## src/rtl/stack_ptr_seq_if.sv

```systemverilog
// Request/response handshake bundle for the stack-pointer sequencer.
interface stack_ptr_seq_if;
    logic        req_valid;
    logic [1:0]  req_op;
    logic [15:0] req_data;
    logic        req_ready;
    logic        rsp_valid;
    logic        rsp_ready;
    logic [15:0] rsp_addr;
    logic        rsp_err;

    modport master (
        output req_valid, req_op, req_data, rsp_ready,
        input  req_ready, rsp_valid, rsp_addr, rsp_err
    );

    modport slave (
        input  req_valid, req_op, req_data, rsp_ready,
        output req_ready, rsp_valid, rsp_addr, rsp_err
    );
endinterface

```

## src/rtl/stack_ptr_seq.sv

```systemverilog
// Stack-pointer sequencer: reads SP from the register file, applies PUSH/POP/PEEK/SETSP
// with overflow/underflow checks, writes SP back and returns the memory address.
module stack_ptr_seq #(
    parameter logic [15:0] STEP   = 16'd2,
    parameter logic [15:0] SP_TOP = 16'h7fcd
) (
    input  logic                  clk,
    input  logic                  reset,
    stack_ptr_seq_if.slave        bus,
    output logic [1:0]            rf_address,
    output logic                  rf_regWrite,
    output logic [15:0]           rf_w_data,
    input  logic [15:0]           rf_r_data
);
    localparam logic [1:0] IDLE = 2'd0;
    localparam logic [1:0] RDSP = 2'd1;
    localparam logic [1:0] WB   = 2'd2;
    localparam logic [1:0] RSP  = 2'd3;

    localparam logic [1:0] OP_PUSH  = 2'b00;
    localparam logic [1:0] OP_POP   = 2'b01;
    localparam logic [1:0] OP_PEEK  = 2'b10;
    localparam logic [1:0] OP_SETSP = 2'b11;

    localparam logic [1:0] RF_SP   = 2'd1;
    localparam logic [1:0] RF_NONE = 2'd3;

    logic [1:0]  state_q, state_d;
    logic [1:0]  op_q, op_d;
    logic [15:0] data_q, data_d;
    logic [15:0] rsp_addr_q, rsp_addr_d;
    logic        rsp_err_q, rsp_err_d;

    logic [15:0] sp;
    logic [15:0] sp_next;
    logic [15:0] op_addr;
    logic        op_err;
    logic        op_wr;

    // Operation result, only meaningful while in WB.
    always_comb begin
        sp      = (op_q == OP_SETSP) ? data_q : rf_r_data;
        sp_next = sp;
        op_addr = sp;
        op_err  = 1'b0;
        op_wr   = 1'b0;
        case (op_q)
            OP_PUSH: begin
                if (sp < STEP) begin
                    op_err = 1'b1;
                end else begin
                    sp_next = sp - STEP;
                    op_addr = sp - STEP;
                    op_wr   = 1'b1;
                end
            end
            OP_POP: begin
                if (sp > (SP_TOP - STEP)) begin
                    op_err = 1'b1;
                end else begin
                    sp_next = sp + STEP;
                    op_wr   = 1'b1;
                end
            end
            OP_PEEK:  op_wr = 1'b0;
            default:  op_wr = 1'b1;
        endcase
    end

    always_comb begin
        state_d    = state_q;
        op_d       = op_q;
        data_d     = data_q;
        rsp_addr_d = rsp_addr_q;
        rsp_err_d  = rsp_err_q;
        case (state_q)
            IDLE: begin
                if (bus.req_valid) begin
                    op_d    = bus.req_op;
                    data_d  = bus.req_data;
                    state_d = (bus.req_op == OP_SETSP) ? WB : RDSP;
                end
            end
            RDSP: state_d = WB;
            WB: begin
                rsp_addr_d = op_addr;
                rsp_err_d  = op_err;
                state_d    = RSP;
            end
            default: begin
                if (bus.rsp_ready) state_d = IDLE;
            end
        endcase
    end

    always_ff @(posedge clk) begin
        if (reset) begin
            state_q    <= IDLE;
            op_q       <= OP_PUSH;
            data_q     <= '0;
            rsp_addr_q <= '0;
            rsp_err_q  <= 1'b0;
        end else begin
            state_q    <= state_d;
            op_q       <= op_d;
            data_q     <= data_d;
            rsp_addr_q <= rsp_addr_d;
            rsp_err_q  <= rsp_err_d;
        end
    end

    // Outputs are masked while reset is high so an aborted WB cannot reach the register file.
    always_comb begin
        bus.req_ready = !reset && (state_q == IDLE);
        bus.rsp_valid = !reset && (state_q == RSP);
        bus.rsp_addr  = rsp_addr_q;
        bus.rsp_err   = rsp_err_q;
        rf_address    = (!reset && (state_q == RDSP || state_q == WB)) ? RF_SP : RF_NONE;
        rf_regWrite   = !reset && (state_q == WB) && op_wr;
        rf_w_data     = rf_regWrite ? sp_next : '0;
    end
endmodule
```

## src/flat_wrapper.sv

```systemverilog
// flat-port wrapper written by rule: the top's interface ports become plain ports
module stack_ptr_seq_flat 
#(
    parameter logic [15:0] STEP   = 16'd2,
    parameter logic [15:0] SP_TOP = 16'h7fcd
)
  (clk, reset, rf_address, rf_regWrite, rf_w_data, rf_r_data, bus_req_valid, bus_req_op, bus_req_data, bus_rsp_ready, bus_req_ready, bus_rsp_valid, bus_rsp_addr, bus_rsp_err);
  stack_ptr_seq_if bus_i ();
  input  logic clk;
  input  logic reset;
  output logic [1:0] rf_address;
  output logic rf_regWrite;
  output logic [15:0] rf_w_data;
  input  logic [15:0] rf_r_data;
  input wire logic [$bits(bus_i.req_valid)-1:0] bus_req_valid;
  input wire logic [$bits(bus_i.req_op)-1:0] bus_req_op;
  input wire logic [$bits(bus_i.req_data)-1:0] bus_req_data;
  input wire logic [$bits(bus_i.rsp_ready)-1:0] bus_rsp_ready;
  output wire logic [$bits(bus_i.req_ready)-1:0] bus_req_ready;
  output wire logic [$bits(bus_i.rsp_valid)-1:0] bus_rsp_valid;
  output wire logic [$bits(bus_i.rsp_addr)-1:0] bus_rsp_addr;
  output wire logic [$bits(bus_i.rsp_err)-1:0] bus_rsp_err;
  assign bus_i.req_valid = bus_req_valid;
  assign bus_i.req_op = bus_req_op;
  assign bus_i.req_data = bus_req_data;
  assign bus_i.rsp_ready = bus_rsp_ready;
  assign bus_req_ready = bus_i.req_ready;
  assign bus_rsp_valid = bus_i.rsp_valid;
  assign bus_rsp_addr = bus_i.rsp_addr;
  assign bus_rsp_err = bus_i.rsp_err;
  stack_ptr_seq #(.STEP(STEP), .SP_TOP(SP_TOP)) u_core (.clk(clk), .reset(reset), .bus(bus_i), .rf_address(rf_address), .rf_regWrite(rf_regWrite), .rf_w_data(rf_w_data), .rf_r_data(rf_r_data));
endmodule
```

## config.mk

```make
export PLATFORM = sky130hd
export DESIGN_NAME = stack_ptr_seq_flat
export DESIGN_NICKNAME = d
export VERILOG_FILES = /design/src/rtl/stack_ptr_seq_if.sv /design/src/rtl/stack_ptr_seq.sv /design/src/flat_wrapper.sv
export SDC_FILE = /design/constraint.sdc
export NUM_CORES = 1
export LEC_CHECK = 0
export BUFFER_PORTS_ARGS = -buffer_cell sky130_fd_sc_hd__buf_2
export CAP_MARGIN = 20
export CORE_MARGIN = 10
export CORE_UTILIZATION = 35
export CTS_CLUSTER_DIAMETER = 200
export DETAILED_ROUTE_END_ITERATION = 8
export GPL_ROUTABILITY_DRIVEN = 0
export SLEW_MARGIN = 30
export SYNTH_ARGS = -nofsm -noshare
export SYNTH_HDL_FRONTEND = slang
export SYNTH_SLANG_ARGS = --single-unit
```

## constraint.sdc

```tcl
create_clock -name clk -period 4.9 [get_ports clk]
set_clock_uncertainty 0.2 [all_clocks]
set_input_delay 0.735 -clock clk [delete_from_list [all_inputs] [get_ports clk]]
set_output_delay 0.735 -clock clk [all_outputs]
set_load 0.02 [all_outputs]
```

Yosys cells after proc, flatten, opt, wreduce, memory -nomap -nowiden:

Index checks and enable logic that the tools add are counted.

* register bits: 37
* bits in latches: 0
* memory bits (writable): 0
* ROM bits: 0
* bits of input ports: 38
* output and inout port bits: 38
* logic and storage cells: 46
* memories: 0

* add/subtract/negate cells: 2
* $mul: 0
* divide/modulo/power cells: 0
* $lt $le $gt $ge: 2
* eq/ne operators: 8
* shift operators: 0
* multiplexer cells: 17
* bitwise logic cells: 0
* reductions and logical operators: 12

Operators by type and width (number)
* 2-to-1 mux 16 bit: 5
* one-hot mux 16 bit (2 select lines): 1
* adder 16 x 2 -> 16 bit (second input constant): 1
* > comparator 16 x 15 -> 1 bit (second input constant): 1
* less-than comparator 16 x 2 -> 1 bit (second input constant): 1
* subtractor 16 x 2 -> 16 bit (second input constant): 1
* equality test 2 bit (second input constant): 5
* 2-to-1 mux 2 bit: 4
* one-hot mux 2 bit (3 select lines): 1
* logical AND 1 bit: 5
* equality test 2 x 1 -> 1 bit (second input constant): 2
* zero test 2 bit: 2
* 2-to-1 mux 1 bit: 4
* AND reduction 2 bit: 2
* nonzero test 4 bit: 1
* one-hot mux 1 bit (3 select lines): 1
* != test 2 bit (second input constant): 1
* one-hot mux 1 bit (2 select lines): 1
* zero test 1 bit: 1
* logical OR 1 bit: 1

Depth between registers and ports, before layout:

* word-level depth: 7
* depth in mapped cells: 14

Worst setup path before layout:

OpenSTA, ideal clock, no wires.

* path type: register -> output
* from: register u_core.op_q[0]
* to: output port rf_w_data[13]
* data arrival time: 3.387 ns
* required time: 3.965 ns
* setup slack: 0.578 ns
* cell stages (with the launch flop): 14
* path buffers: 4
* cells stage by stage: dfxtp_1 buf_6 nand2_4 buf_6 clkbuf_1 mux2i_1 ha_1 or3b_2 clkbuf_1 nor2_1 nand3_1 or3_4 a21bo_1 a21oi_1

* cells in the longest elaborated chain, start to end: 7
* elaborated cells between the ends (all ways): 17

Ends and longest elaborated chain
* start, declared: line stack_ptr_seq.sv:29 `logic [1:0] op_q, op_d;`
* start signal, assigned: line stack_ptr_seq.sv:105 `op_q <= op_d;`
* equality test 2 bit: line stack_ptr_seq.sv:42 `sp = (op_q == OP_SETSP) ? data_q : rf_r_data;`
* 2-to-1 mux 16 bit: line stack_ptr_seq.sv:42
* > comparator 16 x 15 -> 1 bit or less-than comparator 16 x 2 -> 1 bit (tied branches): line stack_ptr_seq.sv:58, stack_ptr_seq.sv:49
* 2-to-1 mux 1 bit, on equally long branches: line stack_ptr_seq.sv:58, stack_ptr_seq.sv:49
* one-hot mux 1 bit (3 select lines): line stack_ptr_seq.sv:47 `case (op_q)`
* logical AND 1 bit: line stack_ptr_seq.sv:119 `rf_regWrite = !reset && (state_q == WB) && op_wr;`
* 2-to-1 mux 16 bit (*): line stack_ptr_seq.sv:120 `rf_w_data = rf_regWrite ? sp_next : '0;`
* end, declared: line flat_wrapper.sv:13 `output logic [15:0] rf_w_data;`

Mark *: on every way between the ends. The rest lies on a longest branch, timed or not.

Worst setup path in the final report:

* from: register u_core.op_q[1]
* to: output port rf_w_data[15]

Same word-level chain as after synthesis.

==> metrics.txt <==
status=completed; Port Buf Inserts=74; startpoint types=flop; FF+latch count, synth=37; Hold WC Path Type=flop to flop; post-synthesis compound-gate area fraction=0.3020; sequential fraction of the synthesis area=0.2254; Pwr Density=359.3 nW/um^2; minimum clock period=4.376 ns; RSZ-0062 raised after global routing=no; CTS tree=done; Bufs on Longest Clock Path=2; Post-Syn Area per Cell=7.484 um^2; crit path max fanout=39; Combinational Power Share=0.504; final worst-path cycle share=0.8930; DIE AREA=13660 um^2; Layout Cells excl Fill=608; endpoints failing hold=0; critical path type=flop to output pin; ys async rst share=0; Crit path arrival time=3.44 ns; share of cells above drive strength 1=0.2354; post-synthesis cell count=439; Place WS=0.7571 ns; P_int=0.0007124 W; setup violators final=0; cell leakage power=1.583 nW; area share of fa/ha/maj cells after synthesis=0.02285; grt ovf=0; postcts setup bufs=0; TritonRoute pass-1 iters=6; number of routed nets with antenna violations=0; CP required=3.96 ns; Die Wd=116.9 um; vias in the first global route=3370; multiplexer share of the synthesized area=0.05103; commonest cells after routing, fill and taps aside=74 x buf_2, 73 x nand2_1, 41 x a21oi_1; largest net degree at the start of global routing=40; Placed Instance Area=3675 um^2; Synthesized Nets=483; initial antenna violation count=0; chip height=116.9 um; first-pass GRT wire length=18270 um; xor/xnor cell area share of the yosys netlist=0.02133; number of cell rows=35; Distinct cells, synth=80; clock share of power=0.173; hpwl dp=8842 um; H-tree levels=2; CTS root buffer=clkbuf_8; initial detailed-routing violation count=311; final instance area=3769 um^2; total CTS buffers=5; I/O Pins=76; GRT Resource Usage Total=0.1652; Net Sw Frac=0.4738; setup ws final=0.5241 ns; post-cts sizing count=0; CORE AREA=9196 um^2; sequential share of power=0.323; FMAX=228.5 MHz; sw power=0.0006415 W; VDD IR max=0.1556 mV; worst-margin pin slew=0.8005 ns; Synth Area in Simple Gates=0.3100; Reg clk slew, reported paths=0.09 ns; number of max-cap violations=0; Synth-to-Final Area Change=14.70%; via total after detailed routing=3646; commonest non-fill, non-tap cell in the layout=buf_2; Post-synth EDFFs=0; initial core utilization=0.3573; largest family of logic cells by synthesized area=simple AND/OR/NAND/NOR gates; DRC Markers=0; Yosys warning total=0; synthesized cell area=3286 um^2; # clock sinks=37; Crit. End Element=output pin; Relative slew margins=0.4511; Design Power=0.001354 W; diode count=0; Nets=540; final WL=11580 um; Cells after DPL=600; Most used DFF post-synth=dfxtp_1; wire per inst=19.05 um; Setup TNS=0 ns; CTS Hold Bufs=0; clk_lat worst skew=0.31 ns; Slew Viols, Final=0; Vias/cell=5.997
-- cell type report --
| cell class | count | area (um^2) |
|---|---|---|
| clock buffer | 5 | 68.82 |
| clock inverter | 3 | 25.02 |
| fill | 982 | 5428 |
| inverter | 12 | 45.04 |
| multi-input combinational | 359 | 2327 |
| sequential | 37 | 740.7 |
| tap | 111 | 138.9 |
| timing repair buffer | 81 | 422.9 |
-- power by group through the flow --
stage	clock network [W]	logic, W	registers (W)
final	0.000234	0.000682	0.000438
after global routing	0.000255	0.000756	0.000450
after CTS	0.000240	0.000684	0.000437
after detailed placement	0	0.000681	0.000444
after global placement	0	0.000677	0.000440
after floorplan	0	0.000444	0.000482
-- registers in the layout, indices dropped and copies added (netlist names) --
signal	count
u_core.bus.rsp_addr	16
u_core.bus.rsp_err	1
u_core.data_q	16
u_core.op_q	2
u_core.state_q	2
-- critical path, cell delays in order (launching register included) --
cell,delay (ns)
dfxtp_1,0.34
buf_4,0.26
and3_1,0.21
a21o_1,0.22
inv_1,0.07
ha_1,0.17
or3b_2,0.51
nor2_1,0.26
nand3_1,0.18
or3_4,0.40
o21a_1,0.19
nor3_2,0.14
buf_2,0.18
-- final timing paths --
path | from | cells after the start | slack, ns | to
max | u_core.op_q[1] | 12 | 0.52 | rf_w_data[15]
min | u_core.data_q[8] | 2 | 0.27 | u_core.data_q[8]
min reg2reg | u_core.data_q[8] | 2 | 0.27 | u_core.data_q[8]
max reg2reg | u_core.op_q[1] | 11 | 1.69 | u_core.bus.rsp_addr[13]
-- cells in the mapped netlist (4+ instances only) --
| master | number | area (um^2) |
|---|---|---|
| xnor2_1 | 8 | 70.07 |
| or3_1 | 6 | 37.54 |
| a22oi_1 | 4 | 30.03 |
| a31oi_1 | 6 | 37.54 |
| o211ai_1 | 4 | 30.03 |
| and4_1 | 4 | 35.03 |
| a21oi_1 | 41 | 205.2 |
| nand4_1 | 8 | 50.05 |
| o21ai_0 | 15 | 75.07 |
| and3_1 | 9 | 56.30 |
| nand3_1 | 13 | 65.06 |
| buf_6 | 5 | 56.30 |
| buf_2 | 6 | 30.03 |
| nand4bb_1 | 5 | 56.30 |
| nor2_1 | 29 | 108.9 |
| nor3_1 | 10 | 50.05 |
| a211o_1 | 8 | 70.07 |
| inv_1 | 11 | 41.29 |
| mux2i_1 | 13 | 130.1 |
| o21a_1 | 4 | 30.03 |
| and2_1 | 4 | 25.02 |
| nand2_1 | 73 | 274.0 |
| dfxtp_1 | 37 | 740.7 |
| a211oi_1 | 11 | 82.58 |
| clkbuf_1 | 14 | 52.55 |
| nand2b_1 | 5 | 31.28 |
| ha_1 | 6 | 75.07 |
-- per-layer routing --
layer  routed length [um]  global-route usage  part of all wire
met1                 4986              0.2214              0.43
met2                 5176              0.2595              0.45
met3                 1251             0.04230              0.11
met4                  170             0.03707             0.015
met5                    0                   0                 0
-- per-stage QoR --
step           utilization  hold slack, ns
2_1_floorplan            -          0.2357
3_3_place_gp        0.3996          0.2549
3_5_place_dp        0.3996          0.2643
4_1_cts             0.4098          0.2767
5_1_grt             0.4098          0.2926
6_report            0.4098          0.2740
-- cell families after synthesis --
| group | after synthesis |
|---|---|
| AO/OA/AOI/OAI | 135 |
| buffers and inverters | 43 |
| AND/OR/NAND/NOR | 193 |
| multiplexers | 16 |
| adder cells (fa/ha/maj) | 6 |
| other | 1 |
| XOR/XNOR | 8 |
| flip-flops | 37 |
Power figures use the tool's default switching activity.
